`src/rtl/io_port_bank_pkg.sv`:
```
`default_nettype none
// ============================================================================
// Module      : io_port_bank_pkg
// Description : Register offsets, port stride and address helpers for io_port_bank.
// Revision    : 1.0
// ============================================================================
package io_port_bank_pkg;

  localparam int unsigned PORT_STRIDE = 4;

  // Low two address bits select the register within a port window
  typedef enum logic [1:0] {
    OFF_OUT  = 2'd0,
    OFF_DIR  = 2'd1,
    OFF_IN   = 2'd2,
    OFF_FLAG = 2'd3
  } reg_off_e;

  localparam logic RST_VAL = 1'b0;

  function automatic int unsigned irq_en_addr(input int unsigned num_ports);
    return num_ports * PORT_STRIDE;
  endfunction

endpackage
`default_nettype wire

```
`src/rtl/io_sync.sv`:
```
`default_nettype none
// ============================================================================
// Module      : io_sync
// Description : Multi-stage, DATA_W-wide input synchroniser with async reset.
// Revision    : 1.0
// ============================================================================
module io_sync #(
  parameter int unsigned DATA_W      = 16,
  parameter int unsigned SYNC_STAGES = 2
) (
  input  logic              clk,
  input  logic              rst,
  input  logic [DATA_W-1:0] d_i,
  output logic [DATA_W-1:0] q_o
);

  logic [SYNC_STAGES-1:0][DATA_W-1:0] sync_q;

  always_ff @(posedge clk or posedge rst) begin
    if (rst) begin
      sync_q <= '0;
    end else begin
      sync_q <= {sync_q[SYNC_STAGES-2:0], d_i};
    end
  end

  assign q_o = sync_q[SYNC_STAGES-1];

endmodule
`default_nettype wire

```
`src/rtl/io_port_bank.sv`:
```
`default_nettype none
// ============================================================================
// Module      : io_port_bank
// Description : Parametrised GPIO bank: output latch, direction, synchronised
//               input, W1C change flags and a maskable registered interrupt.
// Revision    : 1.0
// ============================================================================
module io_port_bank
  import io_port_bank_pkg::*;
#(
  parameter int unsigned DATA_W      = 16,
  parameter int unsigned NUM_PORTS   = 2,
  parameter int unsigned SYNC_STAGES = 2,
  parameter int unsigned ADDR_W      = 4
) (
  input  logic                          clk,
  input  logic                          rst,
  input  logic [ADDR_W-1:0]             addr,
  input  logic                          wr_en,
  input  logic                          rd_en,
  input  logic [DATA_W-1:0]             wr_data,
  output logic [DATA_W-1:0]             rd_data,
  output logic                          rd_valid,
  input  logic [NUM_PORTS*DATA_W-1:0]   pin_in,
  output logic [NUM_PORTS*DATA_W-1:0]   pin_out,
  output logic [NUM_PORTS*DATA_W-1:0]   pin_oe,
  output logic                          irq
);

  localparam int unsigned     C_WARM_W   = $clog2(SYNC_STAGES + 2);
  localparam int unsigned     C_IDX_W    = ADDR_W - 2;
  localparam logic [C_WARM_W-1:0] C_WARM_INIT = C_WARM_W'(SYNC_STAGES + 1);
  localparam logic [ADDR_W-1:0]   C_IRQ_ADDR  = ADDR_W'(irq_en_addr(NUM_PORTS));

  logic [NUM_PORTS-1:0][DATA_W-1:0] out_q, out_d;
  logic [NUM_PORTS-1:0][DATA_W-1:0] dir_q, dir_d;
  logic [NUM_PORTS-1:0][DATA_W-1:0] flag_q, flag_d;
  logic [NUM_PORTS-1:0][DATA_W-1:0] prev_q;
  logic [NUM_PORTS-1:0][DATA_W-1:0] w_in;
  logic [NUM_PORTS-1:0][DATA_W-1:0] w_set, w_clr;
  logic [NUM_PORTS-1:0]             irq_en_q, irq_en_d;
  logic [NUM_PORTS-1:0]             w_sel;
  logic [C_WARM_W-1:0]              warm_q, warm_d;
  logic [DATA_W-1:0]                rd_data_q, w_rd_mux;
  logic                             rd_valid_q;
  logic                             irq_q, irq_d;
  logic                             w_in_range;
  logic                             w_warm_done;
  logic [C_IDX_W-1:0]               w_port_idx;
  reg_off_e                         w_off;

  generate
    for (genvar p = 0; p < NUM_PORTS; p++) begin : g_sync
      io_sync #(
        .DATA_W      (DATA_W),
        .SYNC_STAGES (SYNC_STAGES)
      ) u_sync (
        .clk (clk),
        .rst (rst),
        .d_i (pin_in[p*DATA_W +: DATA_W]),
        .q_o (w_in[p])
      );
    end
  endgenerate

  assign w_in_range  = (addr < C_IRQ_ADDR);
  assign w_port_idx  = addr[ADDR_W-1:2];
  assign w_off       = reg_off_e'(addr[1:0]);
  assign w_warm_done = (warm_q == '0);

  always_comb begin
    w_sel = '0;
    for (int p = 0; p < NUM_PORTS; p++) begin
      w_sel[p] = w_in_range && (w_port_idx == C_IDX_W'(p));
    end
  end

  always_comb begin
    out_d    = out_q;
    dir_d    = dir_q;
    flag_d   = flag_q;
    irq_en_d = irq_en_q;
    w_set    = '0;
    w_clr    = '0;
    irq_d    = 1'b0;
    warm_d   = warm_q;
    if (!w_warm_done) begin
      warm_d = warm_q - 1'b1;
    end
    for (int p = 0; p < NUM_PORTS; p++) begin
      if (wr_en && w_sel[p] && (w_off == OFF_OUT)) begin
        out_d[p] = wr_data;
      end
      if (wr_en && w_sel[p] && (w_off == OFF_DIR)) begin
        dir_d[p] = wr_data;
      end
      if (wr_en && w_sel[p] && (w_off == OFF_FLAG)) begin
        w_clr[p] = wr_data;
      end
      // Only input-direction bits may flag, and only once synchronisers have settled
      w_set[p]  = (w_in[p] ^ prev_q[p]) & ~dir_q[p] & {DATA_W{w_warm_done}};
      flag_d[p] = (flag_q[p] & ~w_clr[p]) | w_set[p];
      irq_d     = irq_d | (irq_en_q[p] & (|(flag_q[p] & ~dir_q[p])));
    end
    if (wr_en && (addr == C_IRQ_ADDR)) begin
      irq_en_d = wr_data[NUM_PORTS-1:0];
    end
  end

  always_comb begin
    w_rd_mux = '0;
    if (addr == C_IRQ_ADDR) begin
      w_rd_mux = DATA_W'(irq_en_q);
    end
    for (int p = 0; p < NUM_PORTS; p++) begin
      if (w_sel[p]) begin
        case (w_off)
          OFF_OUT:  w_rd_mux = out_q[p];
          OFF_DIR:  w_rd_mux = dir_q[p];
          OFF_IN:   w_rd_mux = w_in[p];
          OFF_FLAG: w_rd_mux = flag_q[p];
          default:  w_rd_mux = '0;
        endcase
      end
    end
  end

  always_ff @(posedge clk or posedge rst) begin
    if (rst) begin
      out_q      <= '0;
      dir_q      <= '0;
      flag_q     <= '0;
      prev_q     <= '0;
      irq_en_q   <= '0;
      warm_q     <= C_WARM_INIT;
      rd_data_q  <= '0;
      rd_valid_q <= RST_VAL;
      irq_q      <= RST_VAL;
    end else begin
      out_q      <= out_d;
      dir_q      <= dir_d;
      flag_q     <= flag_d;
      prev_q     <= w_in;
      irq_en_q   <= irq_en_d;
      warm_q     <= warm_d;
      rd_valid_q <= rd_en;
      irq_q      <= irq_d;
      if (rd_en) begin
        rd_data_q <= w_rd_mux;
      end
    end
  end

  assign pin_out  = out_q;
  assign pin_oe   = dir_q;
  assign rd_data  = rd_data_q;
  assign rd_valid = rd_valid_q;
  assign irq      = irq_q;

endmodule
`default_nettype wire
```
`config.mk`:
```
export PLATFORM = sky130hd
export DESIGN_NAME = io_port_bank
export DESIGN_NICKNAME = d
export VERILOG_FILES = /design/src/rtl/io_port_bank_pkg.sv /design/src/rtl/io_sync.sv /design/src/rtl/io_port_bank.sv
export SDC_FILE = /design/constraint.sdc
export NUM_CORES = 1
export LEC_CHECK = 0
export CAP_MARGIN = 20
export CORE_UTILIZATION = 35
export DETAILED_ROUTE_END_ITERATION = 12
export GPL_ROUTABILITY_DRIVEN = 0
export GPL_TIMING_DRIVEN = 0
export PLACE_DENSITY = 0.56
export RECOVER_POWER = 25
export SLEW_MARGIN = 5
export SYNTH_ARGS = -nofsm -noshare
export SYNTH_HDL_FRONTEND = slang
export SYNTH_SLANG_ARGS = --single-unit
```
`constraint.sdc`:
```
create_clock -name clk -period 25.6 [get_ports clk]
set_input_delay 7.68 -clock clk [delete_from_list [all_inputs] [get_ports clk]]
set_output_delay 7.68 -clock clk [all_outputs]
set_load 0.03 [all_outputs]
```
Word-level counts from Yosys, hierarchy flattened. Cells that the tools add are included.

Equality and inequality tests: 5. Bitwise logic cells: 19. $add $sub $neg: 1. Mux-type cells: 7. Reduce and logical (&&, ||, !) cells: 16. Order comparisons: 1.

Operators with widths (number): bitwise AND 16 bit (8); case mux 16 bit (4 select lines) (2); 2-to-1 mux 16 bit (4); inverter 16 bit (4); OR 16 bit (2); OR reduction 16 bit (2); bitwise XOR 16 bit (2); logical AND 1 bit (11); logical NOT 2 bit (3); == test 2 x 1 -> 1 bit, second input constant (2); == test 2 bit, second input constant (2); == test 4 bit, second input constant (1); < comparator 4 bit, second input constant (1); bitwise AND 1 bit (2); 2-to-1 mux 2 bit (1); subtractor 2 x 1 -> 2 bit, second input constant (1); OR 1 bit (1).

Output and inout port bits: 82. Flip-flop bits (word level): 214.

Depth between registers and ports, before layout.
Depth after elaboration: 8. Mapped depth: 7.

Cells and area by module. Synthesis repeated with hierarchy kept, for this count alone.

Cells, all modules: 672. Area, all modules: 8914.8 um2.

By module, submodules not included: io_port_bank (cells an instance 574, sequential area each 3756.1 um2, area an instance 7065.5 um2, times used 1); io_sync (cells an instance 49, sequential area each 800.8 um2, area an instance 924.6 um2, times used 2).

Worst setup path after synthesis. No wires, ideal clock.

Path type: input-to-reg. From: in addr[0]. To: reg out_q (netlist bit pin_out[16]). Slack: 16.711 ns. Arrival time: 8.764 ns. Stages: 5. Path buffers: 3. Cells stage by stage: buf_4 > or3_1 > buf_6 > buf_6 > mux2_4.

Longest elaborated chain between the ends: 4. Elaborated cells on any way between the ends: 5. Those cells by class: 1 x order compare; 4 x reduce/logical.

RTL lines: start, declared (RTL line io_port_bank.sv:18) `input logic [ADDR_W-1:0] addr,`; < comparator 4 bit (RTL line io_port_bank.sv:66) `assign w_in_range = (addr < C_IRQ_ADDR);`; logical AND 1 bit (RTL line io_port_bank.sv:74) `w_sel[p] = w_in_range && (w_port_idx == C_IDX_W'(p));`; logical AND 1 bit (RTL line io_port_bank.sv:91) `if (wr_en && w_sel[p] && (w_off == OFF_OUT)) begin`; logical AND 1 bit (*) (RTL line io_port_bank.sv:91); end signal, assigned (RTL line io_port_bank.sv:140) `out_q <= out_d;`; end, declared (RTL line io_port_bank.sv:35) `logic [NUM_PORTS-1:0][DATA_W-1:0] out_q, out_d;`.

Mark *: on every way between the ends. The rest lies on a longest branch, timed or not. A chain may end at the register's enable or synchronous reset.

==> results list <==
* Fraction of layout cells with a size suffix above 1: 0.1527
- Setup repair after global routing left no endpoint under its margin.
* Count of TritonRoute iterations in the first routing pass: 5
- Placed wire-length estimate after detailed placement: 17.16 mm
- Critical path data required time: 26.17 ns
* Sequential cell area: 5358 µm²
- P per Cell Area: 85.54 nW/µm²
- The largest individual stage delay along the critical path comes from the cell clkinvlp_2.
- Total global routing overflow: 0
* Critical path start-end classification: in -> async
* Sum of negative setup slack: 0 ns
- Share of Yosys cell area claimed by the top area cell type: 0.6040
* Slew headroom: -1.547
- The number of global-route vias before repair came to 6322.
- Post-detailed-route wirelength per cell: 21.96 µm
- Dividing the detail-routed via count by the number of cells gives 5.115.
- Clock-pin slew was measured on the worst setup and hold paths at 0.06 ns.
- Number of cells upsized or downsized after cts: 0
* Number of buffers created by CTS: 25
- The clock passes through at most 3 buffers.
- In this run the number of H-tree levels came out at 1.
* Post-Place Worst Slack: 15.50 ns
- Layout overhead on the synthesized area: 29.20%
- Across every metal layer, demand over resource in global routing totals 0.1965.
* Max Clock Skew: 0.007419 ns
- Via count: 5811
- Failing checks: capacitance limit, slew limit
- Total setup violations reported at the end of the flow: 0
* Ports placed on the boundary: 138
* Max-cap viol count: 1
- Count of different cell masters after synthesis: 44
* TritonCTS clock tree: built
* Worst setup SP type: input pin
- Crit-path cells: dlygate4sd3_1 > clkinvlp_2 > buf_16
- HP Class: reg -> reg
* Area of the die: 25730 µm²
* Cell area after technology mapping: 8783 µm²
- VDD sags by at most 50.72 µV.
- Counting both buffers and inverters, the worst setup path holds a total of 3.
* Number of buffer cells added on primary ports: 135
- The die is 160.4 µm tall.
- Number of placement rows: 57
- The max-slew violation count is 86.
- Post-CTS Hold Buffers: 0
* DRC violation total after the first TritonRoute iteration: 413
* Worst Setup End Kind: asynchronous set/reset pin
- Pin count of the biggest net entering global routing: 130
- Largest area contributor in the netlist: dfrtp_1
- Cell with the most instances after synthesis: dfrtp_1
- Static Leak: 4.810 nW
* Number of flops mapped to enable cells by yosys: 0
- Post-layout net count: 858
- The run finished, with violations left.
- Leading cell types by count after synthesis: dfrtp_1, nand2_1, inv_1
- The tree is rooted in a clkbuf_16.
- Ys Warns: 0
* Max stage delay on crit path: 2.14 ns
* Chip width: 160.4 µm
- Of all nets on the critical path, the largest fanout is 129.
- The clock net in this run drives a total of 214 sinks.
- Highest clock frequency the design can meet: 0.09565 GHz
- The later pin in the worst-skew pair is clocked with a latency of 0.51 ns.
- Arrival time at the worst endpoint: 11.02 ns
- Setup slack after layout: 15.15 ns
- Fill cell instance count of the final layout: 2166
- N_diodes: 0
* Initial antenna violation count: 0
- Total DRC errors in the routed layout: 0
- Core outline area: 24460 µm²
* Number of cells produced by synthesis: 638
- The final layout contains routed wiring with a total length of 24.95 mm.
- Synthesis inferred 214 register bits.
- Period utilisation layout: 0.4084
* Part of the Yosys area used for sequential elements: 0.6100
- Number of nets still failing antenna checks after routing: 0
- The first global-routing pass estimated 38.08 mm of wire.
* Clock period minus worst slack: 10.45 ns
- At the pin with the least slew margin, the transition time is 3.799 ns.
* Avg Synthesized Cell Area: 13.77 µm²
- The kind of cell with the highest combined delay along the critical path is buffers and inverters.
- Counting flops with an async set or reset pin after synthesis yields a share of 1.000.
* Initial Util: 0.3591
- Multi-input logic area: 2969 µm²
- Setup bufs post-CTS: 0
* Syn nets: 695
- The hold violation count in the final report was 0.
- In the post-synthesis netlist, the biggest area contributors are dfrtp_1, mux2_2, mux2i_1.
- Among all flip-flop cells after synthesis, the most frequent one is dfrtp_1.
==> cell families after synthesis <==
group / Yosys count / synth area share
muxes: 99 / 0.1509
adders and majority gates: 1 / 0.001424
AOI/OAI and AO/OA: 93 / 0.08020
DFF: 214 / 0.6100
buffers and inverters: 79 / 0.05199
and+or+nand+nor: 119 / 0.07265
xor gates and xnor gates: 33 / 0.03291
==> cells in the final DEF (no fill, tap or decap), types with 25 or more instances in the layout <==
cell type,netlist,layout
dfrtp_1,212,212
clkdlybuf4s50_1,0,101
nand2_1,52,52
inv_1,49,48
mux2_2,40,40
dlygate4sd3_1,0,34
mux2i_1,33,33
xor2_1,32,32
a32o_1,32,32
o21ai_0,29,29
nor2b_1,26,26
clkbuf_16,0,25
==> worst reg2reg max path: cells and delay by family (launching register included) <==
family             cells  cell delay (ns)
AOI/OAI and AO/OA      2             1.07
DFF                    1             0.39
and+or+nand+nor        2             0.36
==> per-layer routing <==
metal | track usage | vias up | part of all wire
met5 | 0 | - | 0
met4 | 0.06623 | 0 | 0.030
met3 | 0.04390 | 47 | 0.066
met2 | 0.3144 | 214 | 0.47
met1 | 0.2637 | 2993 | 0.43
li1 | - | 2557 | -
==> flip-flops by register name (all words and copies together), names as in the netlist <==
signal                count
flag_q                   32
g_sync.u_sync.q_o        32
g_sync.u_sync.sync_q     32
irq                       1
irq_en_q                  2
pin_oe                   32
pin_out                  32
prev_q                   32
rd_data                  16
rd_valid                  1
warm_q                    2
==> layout make-up <==
class | count | area share
plain buffers | 30 | 0.02404
clock buffers | 34 | 0.06251
clock inverters | 4 | 0.006174
inverters | 49 | 0.01632
multi-input cells | 345 | 0.2616
flip-flops and latches | 214 | 0.4721
well taps | 324 | 0.03572
repair buffers | 136 | 0.1215
==> report_power, final <==
group / internal, mW / total, mW / leakage [nW] / switching [mW]
registers: 0.377 / 0.411 / 2.46 / 0.0347
clock network: 0.210 / 0.344 / 0.385 / 0.133
logic: 0.0963 / 0.215 / 1.97 / 0.119
==> worst paths after layout <==
| kind | start | end | slack (ns) | depth (start not counted) |
|---|---|---|---|---|
| setup / recovery | rst | g_sync[1].u_sync.q_o[3]$_DFF_PP0_ | 15.15 | 3 |
| hold / removal | g_sync[1].u_sync.sync_q[7]$_DFF_PP0_ | g_sync[1].u_sync.q_o[7]$_DFF_PP0_ | 0.34 | 0 |
| setup reg to reg | flag_q[1]$_DFF_PP0_ | irq$_DFF_PP0_ | 23.67 | 4 |
| hold reg to reg | g_sync[1].u_sync.sync_q[7]$_DFF_PP0_ | g_sync[1].u_sync.q_o[7]$_DFF_PP0_ | 0.34 | 0 |
| max in group clk | addr[2] | rd_data[9]$_DFFE_PP0P_ | 15.94 | 8 |
| min in group asynchronous | rst | g_sync[0].u_sync.sync_q[12]$_DFF_PP0_ | 8.76 | 2 |
==> stage by stage <==
step	util	area, µm²	power (mW)	instances	hold slack (ns)
detailed placement	0.4323	10580	0.6350	1098	0.3347
global placement	0.4309	10540	0.6292	1097	0.3330
floorplan	-	8783	0.5311	638	0.3312
global route	0.4639	11350	1.010	1136	0.3531
CTS	0.4642	11350	0.9813	1136	0.3442
finish	0.4639	11350	0.9708	1136	0.3443
No activity file was read; power rests on OpenSTA's default activity.
